`src/rtl/program_loader.sv`:
```
// ---------------------------------------------------------------------------
// program_loader
//
// Byte-stream boot loader. It consumes a length-prefixed stream of
// (opcode, operand) byte pairs and writes one instruction per cycle-wide
// strobe into the program memory. The core is held off while the image is
// arriving and released when the image is complete.
//
// Stream format: LEN, then LEN pairs of (opcode, operand), then an optional
// checksum byte. LEN = 0 means 256 instructions.
//
// Build option:
//   LOADER_CHECKSUM_EN  when defined, a running XOR over LEN and every
//                       opcode/operand byte is compared with a trailing
//                       checksum byte. A mismatch parks the loader in ERR
//                       with the sticky load_err set. When undefined, the
//                       last operand leads straight to DONE and load_err
//                       is tied low.
//
// Parameters:
//   BASE_ADDR   program-memory address of the first instruction written
//
// Ports:
//   clk         system clock, rising edge
//   rst_n       asynchronous active-low reset
//   reload      single-cycle request to restart loading from any state
//   in_valid    stream byte present
//   in_data     stream byte
//   in_ready    loader accepts the byte this cycle
//   pm_we       program-memory write strobe, one cycle per instruction
//   pm_addr     program-memory write address
//   pm_opcode   opcode to write
//   pm_operand  operand to write
//   core_hold   holds fetch/execute while high (low only in DONE)
//   load_done   one-cycle pulse when the image is complete
//   load_err    sticky checksum-mismatch flag
//
// Handshake: a byte transfers on a rising edge where in_valid && in_ready
// are both high. The producer holds in_data stable while in_valid is high
// and in_ready is low. in_ready depends only on the loader state and on
// reload, never on in_valid, so there is no combinational loop through the
// producer.
// ---------------------------------------------------------------------------
module program_loader #(
  parameter logic [7:0] BASE_ADDR = 8'h00
) (
  input  logic       clk,
  input  logic       rst_n,
  input  logic       reload,
  input  logic       in_valid,
  input  logic [7:0] in_data,
  output logic       in_ready,
  output logic       pm_we,
  output logic [7:0] pm_addr,
  output logic [7:0] pm_opcode,
  output logic [7:0] pm_operand,
  output logic       core_hold,
  output logic       load_done,
  output logic       load_err
);

`ifdef LOADER_CHECKSUM_EN
  localparam bit CHK_EN = 1'b1;
`else
  localparam bit CHK_EN = 1'b0;
`endif

  // S_FIN covers the write-strobe cycle of the last instruction when no
  // checksum byte follows, so DONE (and load_done) lands on the edge after
  // that final pm_we cycle. With the checksum enabled, the CHK state plays
  // that role instead and the checksum byte may arrive during the last
  // pm_we cycle.
  typedef enum logic [2:0] {
    S_IDLE = 3'd0,
    S_LEN  = 3'd1,
    S_OPC  = 3'd2,
    S_OPR  = 3'd3,
    S_FIN  = 3'd4,
    S_CHK  = 3'd5,
    S_DONE = 3'd6,
    S_ERR  = 3'd7
  } state_t;

  state_t      state_q, state_d;
  logic [8:0]  cnt_q, cnt_d;     // instructions still to be received
  logic [7:0]  addr_q, addr_d;
  logic [7:0]  opc_q, opc_d;
  logic [7:0]  opr_q, opr_d;
  logic        we_q, we_d;
  logic        done_q, done_d;

  logic        accept;
  logic        chk_match;

  // -------------------------------------------------------------------------
  // Handshake
  // -------------------------------------------------------------------------
  always_comb begin
    in_ready = 1'b0;
    case (state_q)
      S_LEN, S_OPC, S_OPR, S_CHK: in_ready = 1'b1;
      default:                    in_ready = 1'b0;
    endcase
    // A reload wins over any byte offered in the same cycle.
    if (reload) begin
      in_ready = 1'b0;
    end
  end

  assign accept = in_valid && in_ready;

  // -------------------------------------------------------------------------
  // Optional checksum
  // -------------------------------------------------------------------------
`ifdef LOADER_CHECKSUM_EN
  logic [7:0] xor_q, xor_d;
  logic       err_q, err_d;

  always_comb begin
    xor_d = xor_q;
    if (state_q == S_IDLE) begin
      xor_d = 8'h00;
    end else if (accept && (state_q == S_LEN || state_q == S_OPC || state_q == S_OPR)) begin
      xor_d = xor_q ^ in_data;
    end
  end

  assign chk_match = (in_data == xor_q);

  always_comb begin
    err_d = err_q;
    if (reload) begin
      err_d = 1'b0;
    end else if (state_q == S_CHK && accept && !chk_match) begin
      err_d = 1'b1;
    end
  end

  always_ff @(posedge clk or negedge rst_n) begin
    if (!rst_n) begin
      xor_q <= 8'h00;
      err_q <= 1'b0;
    end else begin
      xor_q <= xor_d;
      err_q <= err_d;
    end
  end

  assign load_err = err_q;
`else
  assign chk_match = 1'b0;
  assign load_err  = 1'b0;
`endif

  // -------------------------------------------------------------------------
  // Next-state and datapath
  // -------------------------------------------------------------------------
  always_comb begin
    state_d = state_q;
    cnt_d   = cnt_q;
    addr_d  = addr_q;
    opc_d   = opc_q;
    opr_d   = opr_q;
    we_d    = 1'b0;
    done_d  = 1'b0;

    // The address is held through the strobe cycle and advances after it;
    // 8-bit arithmetic gives the FF -> 00 wrap for free.
    if (we_q) begin
      addr_d = addr_q + 8'd1;
    end

    case (state_q)
      S_IDLE: begin
        state_d = S_LEN;
      end

      S_LEN: begin
        if (accept) begin
          // LEN = 0 encodes 256: the zero test supplies bit 8.
          cnt_d   = {(in_data == 8'h00), in_data};
          state_d = S_OPC;
        end
      end

      S_OPC: begin
        if (accept) begin
          opc_d   = in_data;
          state_d = S_OPR;
        end
      end

      S_OPR: begin
        if (accept) begin
          opr_d = in_data;
          we_d  = 1'b1;
          cnt_d = cnt_q - 9'd1;
          if (cnt_q == 9'd1) begin
            state_d = CHK_EN ? S_CHK : S_FIN;
          end else begin
            state_d = S_OPC;
          end
        end
      end

      S_FIN: begin
        state_d = S_DONE;
        done_d  = 1'b1;
      end

      S_CHK: begin
        if (accept) begin
          if (chk_match) begin
            state_d = S_DONE;
            done_d  = 1'b1;
          end else begin
            state_d = S_ERR;
          end
        end
      end

      S_DONE:  state_d = S_DONE;
      S_ERR:   state_d = S_ERR;
      default: state_d = S_IDLE;
    endcase

    // Restart from any state. A strobe already on the port this cycle still
    // completes (we_q is untouched); nothing new is launched.
    if (reload) begin
      state_d = S_IDLE;
      addr_d  = BASE_ADDR;
      we_d    = 1'b0;
      done_d  = 1'b0;
    end
  end

  always_ff @(posedge clk or negedge rst_n) begin
    if (!rst_n) begin
      state_q <= S_IDLE;
      cnt_q   <= 9'd0;
      addr_q  <= BASE_ADDR;
      opc_q   <= 8'h00;
      opr_q   <= 8'h00;
      we_q    <= 1'b0;
      done_q  <= 1'b0;
    end else begin
      state_q <= state_d;
      cnt_q   <= cnt_d;
      addr_q  <= addr_d;
      opc_q   <= opc_d;
      opr_q   <= opr_d;
      we_q    <= we_d;
      done_q  <= done_d;
    end
  end

  // -------------------------------------------------------------------------
  // Outputs
  // -------------------------------------------------------------------------
  assign pm_we      = we_q;
  assign pm_addr    = addr_q;
  assign pm_opcode  = opc_q;
  assign pm_operand = opr_q;
  assign load_done  = done_q;
  assign core_hold  = (state_q != S_DONE);

endmodule

```
`config.mk`:
```
export PLATFORM = sky130hd
export DESIGN_NAME = program_loader
export DESIGN_NICKNAME = d
export VERILOG_FILES = /design/src/rtl/program_loader.sv
export SDC_FILE = /design/constraint.sdc
export NUM_CORES = 1
export LEC_CHECK = 0
export ABC_CLOCK_PERIOD_IN_PS = 1900
export BUFFER_PORTS_ARGS = -buffer_cell sky130_fd_sc_hd__buf_2
export CORE_ASPECT_RATIO = 1.1
export CORE_MARGIN = 4
export CORE_UTILIZATION = 40
export CTS_BUF_LIST = sky130_fd_sc_hd__clkbuf_8 sky130_fd_sc_hd__clkbuf_16
export CTS_CLUSTER_SIZE = 10
export DETAILED_ROUTE_END_ITERATION = 12
export PLACE_DENSITY_LB_ADDON = 0.3
export SKIP_CTS_REPAIR_TIMING = 1
export SLEW_MARGIN = 10
export SYNTH_ARGS = -nofsm -noshare
export SYNTH_HDL_FRONTEND = slang
export SYNTH_SLANG_ARGS = --single-unit
```
`constraint.sdc`:
```
create_clock -name clk -period 1.9 [get_ports clk]
set_input_delay 0.57 -clock clk [delete_from_list [all_inputs] [get_ports clk]]
set_output_delay 0.57 -clock clk [all_outputs]
set_load 0.01 [all_outputs]
```
==> run summary, run 1 <==
The internal power is 1.53 mW. The most used flip-flop cell after synthesis is sky130_fd_sc_hd__dfrtp_1. The area of the multi-input gates came out at 931 um2. The first-pass GRT wire length is 7400 um. The number of buffers inserted by port buffering is 39.

The type of the worst min-delay path is in -> async. The via count of the first global-routing pass is 1559. The cell count after synthesis came out at 179. The maximum number of buffers from clock root to sink is 2. The sequential share of power came out at 0.491. The reported net switching power came out at 707 uW. Along the worst path, the maximum fanout reaches 12. The number of buffers inserted during clock tree synthesis is 5. The startpoint of the worst setup timing path is state_q[2]. Summed over all instances, the cell type with the most area after synthesis is sky130_fd_sc_hd__dfrtp_1. The mean area per synthesized cell is 10.9 um2.

The smallest clock period supported by the final layout is computed as between 1500 and 2000 ps. TritonCTS built the clock tree. The initial standard-cell utilization of the core came out at 0.415. The clock sink total came out at 38. Setup violations remaining at the end of the flow were counted as 0. The power density over the cells came out at 954 nW/um2. The run finished with clean final reports. The total wire length after detailed routing is between 4000 and 5000 um.

The register-to-register setup slack is about 110 ps. The power share of the combinational group came out at 0.245. The area of the die came out at 6040 um2. STA puts the critical path data required time at 1330 ps.

Of the total power, the share spent switching nets is 0.317. The worst setup path is launched from a flip-flop. The post-route cell area is 2340 um2. The final hold violation count was 0. The DRC violation total after the first TritonRoute iteration is 53. The fraction of layout cells with a size suffix above 1 came out at 0.363. Summing over every cut layer, the via total after detailed routing is about 1600. The total number of nets in the final design is roughly 240. Summed over all cells, the static leakage comes to 1.14 nW. The number of warnings reported in the yosys synthesis log is 0. 41 I/O pins were placed.

The fraction of synthesized cell area taken by the top area cell type is 0.489. The H-tree depth reported by CTS is 2. The worst slack on hold paths is 310 ps.

The pre-antenna-repair detailed-routing pass consisted of 4 iterations. In this run the critical register-to-register path is launched from cnt_q[0]. The fraction of the cycle the final worst path needs came out at 0.956. The count of nets left with antenna violations once routing finished came out at 0. The post-place instance area is roughly 2200 um2. The detail-routed via count per cell came out at about 5.5. The site row count came out at 26. The final HPWL from detailed placement is 3140 um. The post-detailed-route wirelength per cell came out at 15.7 um. The distinct cell type count after synthesis is 47. Relative to the synthesized area, the layout overhead comes to 20.5%. The post-synthesis async set-or-reset flop share is 1.00. Entering global routing, the biggest net connects 39 pins. The max-slew violation total from the final report came out at 0. The area of the core came out at 4680 um2.

The antenna cell count came out at 0. The arrival time of the worst setup path came out at ~1300 ps. The number of flip-flops and latches in the synthesized netlist is 38.

The timing-limited maximum frequency is 551 MHz. On the final layout, the worst clock skew is 7.73 ps. The clock network latency to the later pin of the worst-skew pair is 290 ps.

Counting every net in the synthesized netlist gives 196. The sequential element share of the synthesized area is 0.489. Yosys mapped a number of flops with a built-in enable equal to 0. The buffer cell driving the clock tree root is sky130_fd_sc_hd__clkbuf_8. The global route total overflow is 0. The remaining design rule violation count came out at 0. The overall routing resource usage is 0.160. Max-cap violations in this run came to 0. The initial antenna violation count came out at 0.

The logic depth of the worst register-to-register path is 6. Fill cells in the final layout number 464. The total standard cell area after synthesis came out at 1940 um2. The maximum vdd drop came out at 0.722 mV.

The area occupied by registers is around 950 um2. The worst setup path is captured at an output pin. The horizontal die dimension came out at 74.5 um. The critical path is of the reg -> out type. The die outline height came out at slightly above 80 um. The overall power came out at 2.23 mW. In the post-synthesis netlist, the biggest area contributors are sky130_fd_sc_hd__dfrtp_1 (49%), sky130_fd_sc_hd__mux2_2 (9.3%), sky130_fd_sc_hd__o21ai_0 (3.6%).

The share of total power in the clock network came out at 0.264. Setup repair after global routing left no endpoint under its margin. Routability-driven placement finished with a final weighted congestion of 0.845. The endpoint identified for the worst register-to-register timing path is cnt_q[8]. The CTS clock-pin slew for the worst setup and hold paths came out at 80 ps.

The endpoint of the most critical setup path is in_ready.
-- power by group through the flow --
stage	registers [mW]	logic [mW]	clock network (mW)
after floorplan	1.13	0.285	0
after global placement	1.11	0.536	0
after detailed placement	1.11	0.546	0
after CTS	1.09	0.549	0.611
after global routing	1.12	0.613	0.644
final	1.10	0.547	0.590
-- worst min path at each step --
stage	endpoint	depth (start not counted)	slack, ps
final	state_q[2]	2	310
after global placement	pm_operand[0]	1	490
after floorplan	cnt_q[0]	0	270
after global routing	state_q[2]	2	340
after CTS	state_q[2]	2	330
after detailed placement	pm_opcode[2]	1	490
-- per-stage QoR --
stage	TNS [ps]	utilization	setup WS [ps]	std cells
after floorplan	0	-	172	179
after global placement	0	0.478	124	274
after detailed placement	0	0.478	91.9	274
after CTS	-13.1	0.498	-13.1	282
after global routing	0	0.500	28.2	282
final	0	0.500	83.8	282
-- logic make-up after synthesis --
group           count (synthesis)  synth area share
mux                            17            0.0979
xor+xnor                        5            0.0225
buf+inv                        15            0.0354
simple gates                   59             0.195
flops                          38             0.489
fa+ha+maj                       5            0.0322
compound gates                 39             0.126
other cells                     1           0.00193
-- registers in the layout, summed over array words and instances, names as in the netlist --
name	cells
state_q	3
pm_we	1
pm_operand	8
pm_addr	8
load_done	1
pm_opcode	8
cnt_q	9
-- worst max-delay path, cell delays in order, from the launching register on --
cell                       delay (ps)
sky130_fd_sc_hd__dfrtp_2          500
sky130_fd_sc_hd__nand2b_4         200
sky130_fd_sc_hd__a21oi_2          110
sky130_fd_sc_hd__buf_2            130
-- per-layer routing --
metal,global-route usage,vias to the layer above,wire [um]
met5,0,-,0
met4,0.0623,0,38
met2,0.245,42,2050
li1,-,745,-
met3,0.0408,5,245
met1,0.215,759,2090
-- cells in the final DEF, fill, tap and decap left out, types with 3 or more instances in the layout --
master and n:
sky130_fd_sc_hd__dfrtp_1 36, sky130_fd_sc_hd__and3_1 3, sky130_fd_sc_hd__mux2_2 16, sky130_fd_sc_hd__ha_1 5, sky130_fd_sc_hd__o21ai_0 14, sky130_fd_sc_hd__inv_1 4, sky130_fd_sc_hd__nand3_1 3, sky130_fd_sc_hd__nor3_1 3
sky130_fd_sc_hd__nor2_1 12, sky130_fd_sc_hd__nand2_1 9, sky130_fd_sc_hd__clkbuf_8 6, sky130_fd_sc_hd__xor2_1 4, sky130_fd_sc_hd__a21oi_1 9, sky130_fd_sc_hd__nor3b_1 3, sky130_fd_sc_hd__buf_4 11, sky130_fd_sc_hd__nor4_1 5
sky130_fd_sc_hd__buf_2 39, sky130_fd_sc_hd__or3_1 4, sky130_fd_sc_hd__nand4_1 3
-- final cells by class --
cell class              count  area share
repair buffers             50       0.119
multi-input cells         126       0.397
clock inverters             2     0.00534
well taps                  56      0.0299
clock buffers               6      0.0353
inverters                   4     0.00641
flip-flops and latches     38       0.407
-- Yosys cell counts (all sizes together), types with 2 or more instances --
library cell  count
a21oi            10
and3              3
buf               8
clkbuf            3
dfrtp            38
ha                5
inv               4
mux2             16
nand2            10
nand2b            2
nand3             3
nand3b            2
nand4             3
nor2             12
nor3              3
nor3b             3
nor4              5
nor4b             4
o21ai            14
o2bb2ai           2
or3               4
or4b              2
xor2              4
No activity file was read; power rests on OpenSTA's default activity.
==> run 2, diff against run 1 <==
--- a/config.mk
+++ b/config.mk
@@ -7,10 +7,9 @@
 export LEC_CHECK = 0
 export ABC_CLOCK_PERIOD_IN_PS = 1900
 export BUFFER_PORTS_ARGS = -buffer_cell sky130_fd_sc_hd__buf_2
-export CORE_ASPECT_RATIO = 1.1
 export CORE_MARGIN = 4
 export CORE_UTILIZATION = 40
-export CTS_BUF_LIST = sky130_fd_sc_hd__clkbuf_8 sky130_fd_sc_hd__clkbuf_16
+export CTS_BUF_LIST = sky130_fd_sc_hd__clkbuf_8
 export CTS_CLUSTER_SIZE = 10
 export DETAILED_ROUTE_END_ITERATION = 12
 export PLACE_DENSITY_LB_ADDON = 0.3
==> run 2 against run 1 <==
  * Wire length decreased by 6.3%
  * Fmax is 0.24% higher
  * Core utilization shrank 0.36 points
  * Sequential power about the same
  * Flip-flop and latch count stayed put
  * Critical path type unchanged
  * Cell area rose by 0.11%
  * Combinational power barely moved
  * Clock skew decreased by 2.6 ps
  * Non-clock buffer count is 2 lower
==> run summary, run 2 (synthesized netlist as in run 1, its figures left out) <==
The number of nets with antenna violations after detailed routing came out at 0 (unchanged). The least setup slack across all paths after layout is 88.2 ps (+4.34 ps). The buffer cell driving the clock tree root is sky130_fd_sc_hd__clkbuf_8. The register with the highest flop count is cnt_q. The post-detailed-route wirelength per cell is 14.2 um (-9.2%).

The area of the die came out at 6040 um2 (about the same). STA classifies the critical path startpoint as a flip-flop. The number of I/O pins is 41 (unchanged). The flip-flop count of the largest register after layout came out at 9 (unchanged). The sum of negative setup slack is 0 ps (unchanged).

The worst clock skew is 5.16 ps (-2.56 ps). The first-pass GRT wire length was 7290 um (-1.4%). The site row count came out at 25 (-3.8%).

The CTS clock-pin slew for the worst setup and hold paths is 70 ps (about the same). The timing-limited maximum frequency came out at 552 MHz (+0.24%). The fraction of layout cells with a size suffix above 1 came to 0.339 (-0.0235). The post-placement worst setup slack came to 88.1 ps (-3.79 ps). The antenna cell count came out at 0 (unchanged). Among all stages on the critical path, the largest delay is contributed by sky130_fd_sc_hd__dfrtp_2. The via count of the first global-routing pass is 1504 (-3.5%). The arrival time of the worst setup path is 1240 ps (about the same).

The most common cell after layout, fill and taps aside is sky130_fd_sc_hd__buf_2. The worst setup path category is reg -> out. The stage delay of the slowest cell on the critical path is 490 ps (about the same). The type of the worst min-delay path is in -> async. The critical path goes through nand2b_4 -> a21oi_1 -> buf_2. STA classifies the critical path endpoint as an output pin.

The DRC violation total after the first TritonRoute iteration is 55 (+3.8%). The relative area change from synthesis to final layout came out at 20.7%. The die outline height came out at 77.7 um (-4.2%).

The max-capacitance violation count came to 0 (unchanged). Setup repair after global routing left no endpoint under its margin. The pin count of the biggest net entering global routing is 39 (unchanged). The final hold violation count came to 0 (unchanged). TritonCTS built the clock tree.

The clock sink total came to 38 (unchanged). The static leakage came out at 1.14 nW (+0.21%). The clock network latency to the later pin of the worst-skew pair is 280 ps (about the same). The maximum vdd drop is 0.723 mV (+0.19%).

The detail-routed via count per cell is 5.21 (-5.3%). The global route total overflow came out at 0 (unchanged). The total wire length after detailed routing is 4140 um (-6.3%). The area of the core is 4720 um2 (+0.83%). The via count is 1515 (-2.3%). The maximum number of buffers from clock root to sink came out at 2 (unchanged). The fraction of the cycle the final worst path needs is 0.954 (-0.00228). The number of optimization iterations in the first detailed-route pass was 4 (unchanged). The library cells used most frequently in the layout, excluding fill and tap cells, are sky130_fd_sc_hd__buf_2 (39), sky130_fd_sc_hd__dfrtp_1 (36), sky130_fd_sc_hd__mux2_2 (16), sky130_fd_sc_hd__o21ai_0 (13), sky130_fd_sc_hd__nor2_1 (12). The count of final setup violators came out at 0 (unchanged). The H-tree depth reported by CTS is 2 (unchanged). The initial standard-cell utilization of the core is 0.411 (-0.00341). The total number of nets in the final design came out at 240 (-0.83%). The final weighted congestion of routability-driven global placement is 0.831 (-1.7%). The final period demand of the worst path is 1810 ps (-4.34 ps).

The remaining design rule violation count came to 0 (unchanged). The data required time of the worst path came out at 1330 ps (about the same). The power density over the cells is 977 nW/um2 (+2.4%). The max-slew violation total from the final report is 0 (unchanged). The number of buffers inserted during clock tree synthesis came out at 5 (unchanged). The flow ran to the end, and the final reports show no timing, DRC or antenna violations.

The biggest fanout along the worst timing path came to 12 (unchanged). The overall routing resource usage came to 0.150 (-0.00932). The final HPWL from detailed placement was 3030 um (-3.3%). The number of buffers inserted by port buffering is 39 (unchanged). The horizontal die dimension was 77.7 um (+4.4%). The initial antenna violation count is 0 (unchanged). The worst slack on hold paths is 323 ps (+12.6 ps).
run 2: worst paths after layout:
| kind | cells past startpoint | slack, ps | to | startpoint |
|---|---|---|---|---|
| min in group clk | 1 | 510 | pm_operand[1] | pm_operand[1] |
| max in group asynchronous | 2 | 1230 | state_q[2] | rst_n |
| worst min-delay path | 2 | 320 | load_done | rst_n |
| worst min register to register | 1 | 510 | pm_operand[1] | pm_operand[1] |
| worst max-delay path | 3 | 90 | in_ready | state_q[2] |
| worst max register to register | 6 | 150 | cnt_q[8] | cnt_q[0] |
run 2: through the flow:
| step | util | area, um2 | std cells | power [mW] |
|---|---|---|---|---|
| after floorplan | - | 1940 | 179 | 1.42 |
| after global placement | 0.473 | 2240 | 283 | 1.65 |
| after detailed placement | 0.473 | 2240 | 283 | 1.66 |
| after CTS | 0.496 | 2340 | 291 | 2.31 |
| after global routing | 0.496 | 2340 | 291 | 2.44 |
| final | 0.496 | 2340 | 291 | 2.29 |
run 2: cell type report:
type | count | area, um2
sequential | 38 | 953
inverter | 4 | 15.0
fill | 452 | 2380
clock inverter | 3 | 37.5
multi-input combinational | 126 | 923
tap | 67 | 83.8
clock buffer | 5 | 68.8
timing repair buffer | 48 | 263
run 2: power breakdown:
group | switching, mW | internal, mW | total, mW | leakage [nW]
registers | 0.125 | 0.970 | 1.09 | 0.496
logic | 0.283 | 0.263 | 0.546 | 0.581
clock network | 0.268 | 0.382 | 0.650 | 0.0607
run 2: worst max-delay path: cells and delay by family, from the launching register on:
kind	cells	cell delay, ps
simple gates	1	200
buf+inv	1	140
flops	1	490
compound gates	1	130
run 2: per-layer routing:
layer,part of all wire,track usage,wire [um]
met4,0.0092,0.0516,38
met1,0.47,0.208,1950
met5,0,0,0
met3,0.059,0.0441,244
met2,0.46,0.224,1910
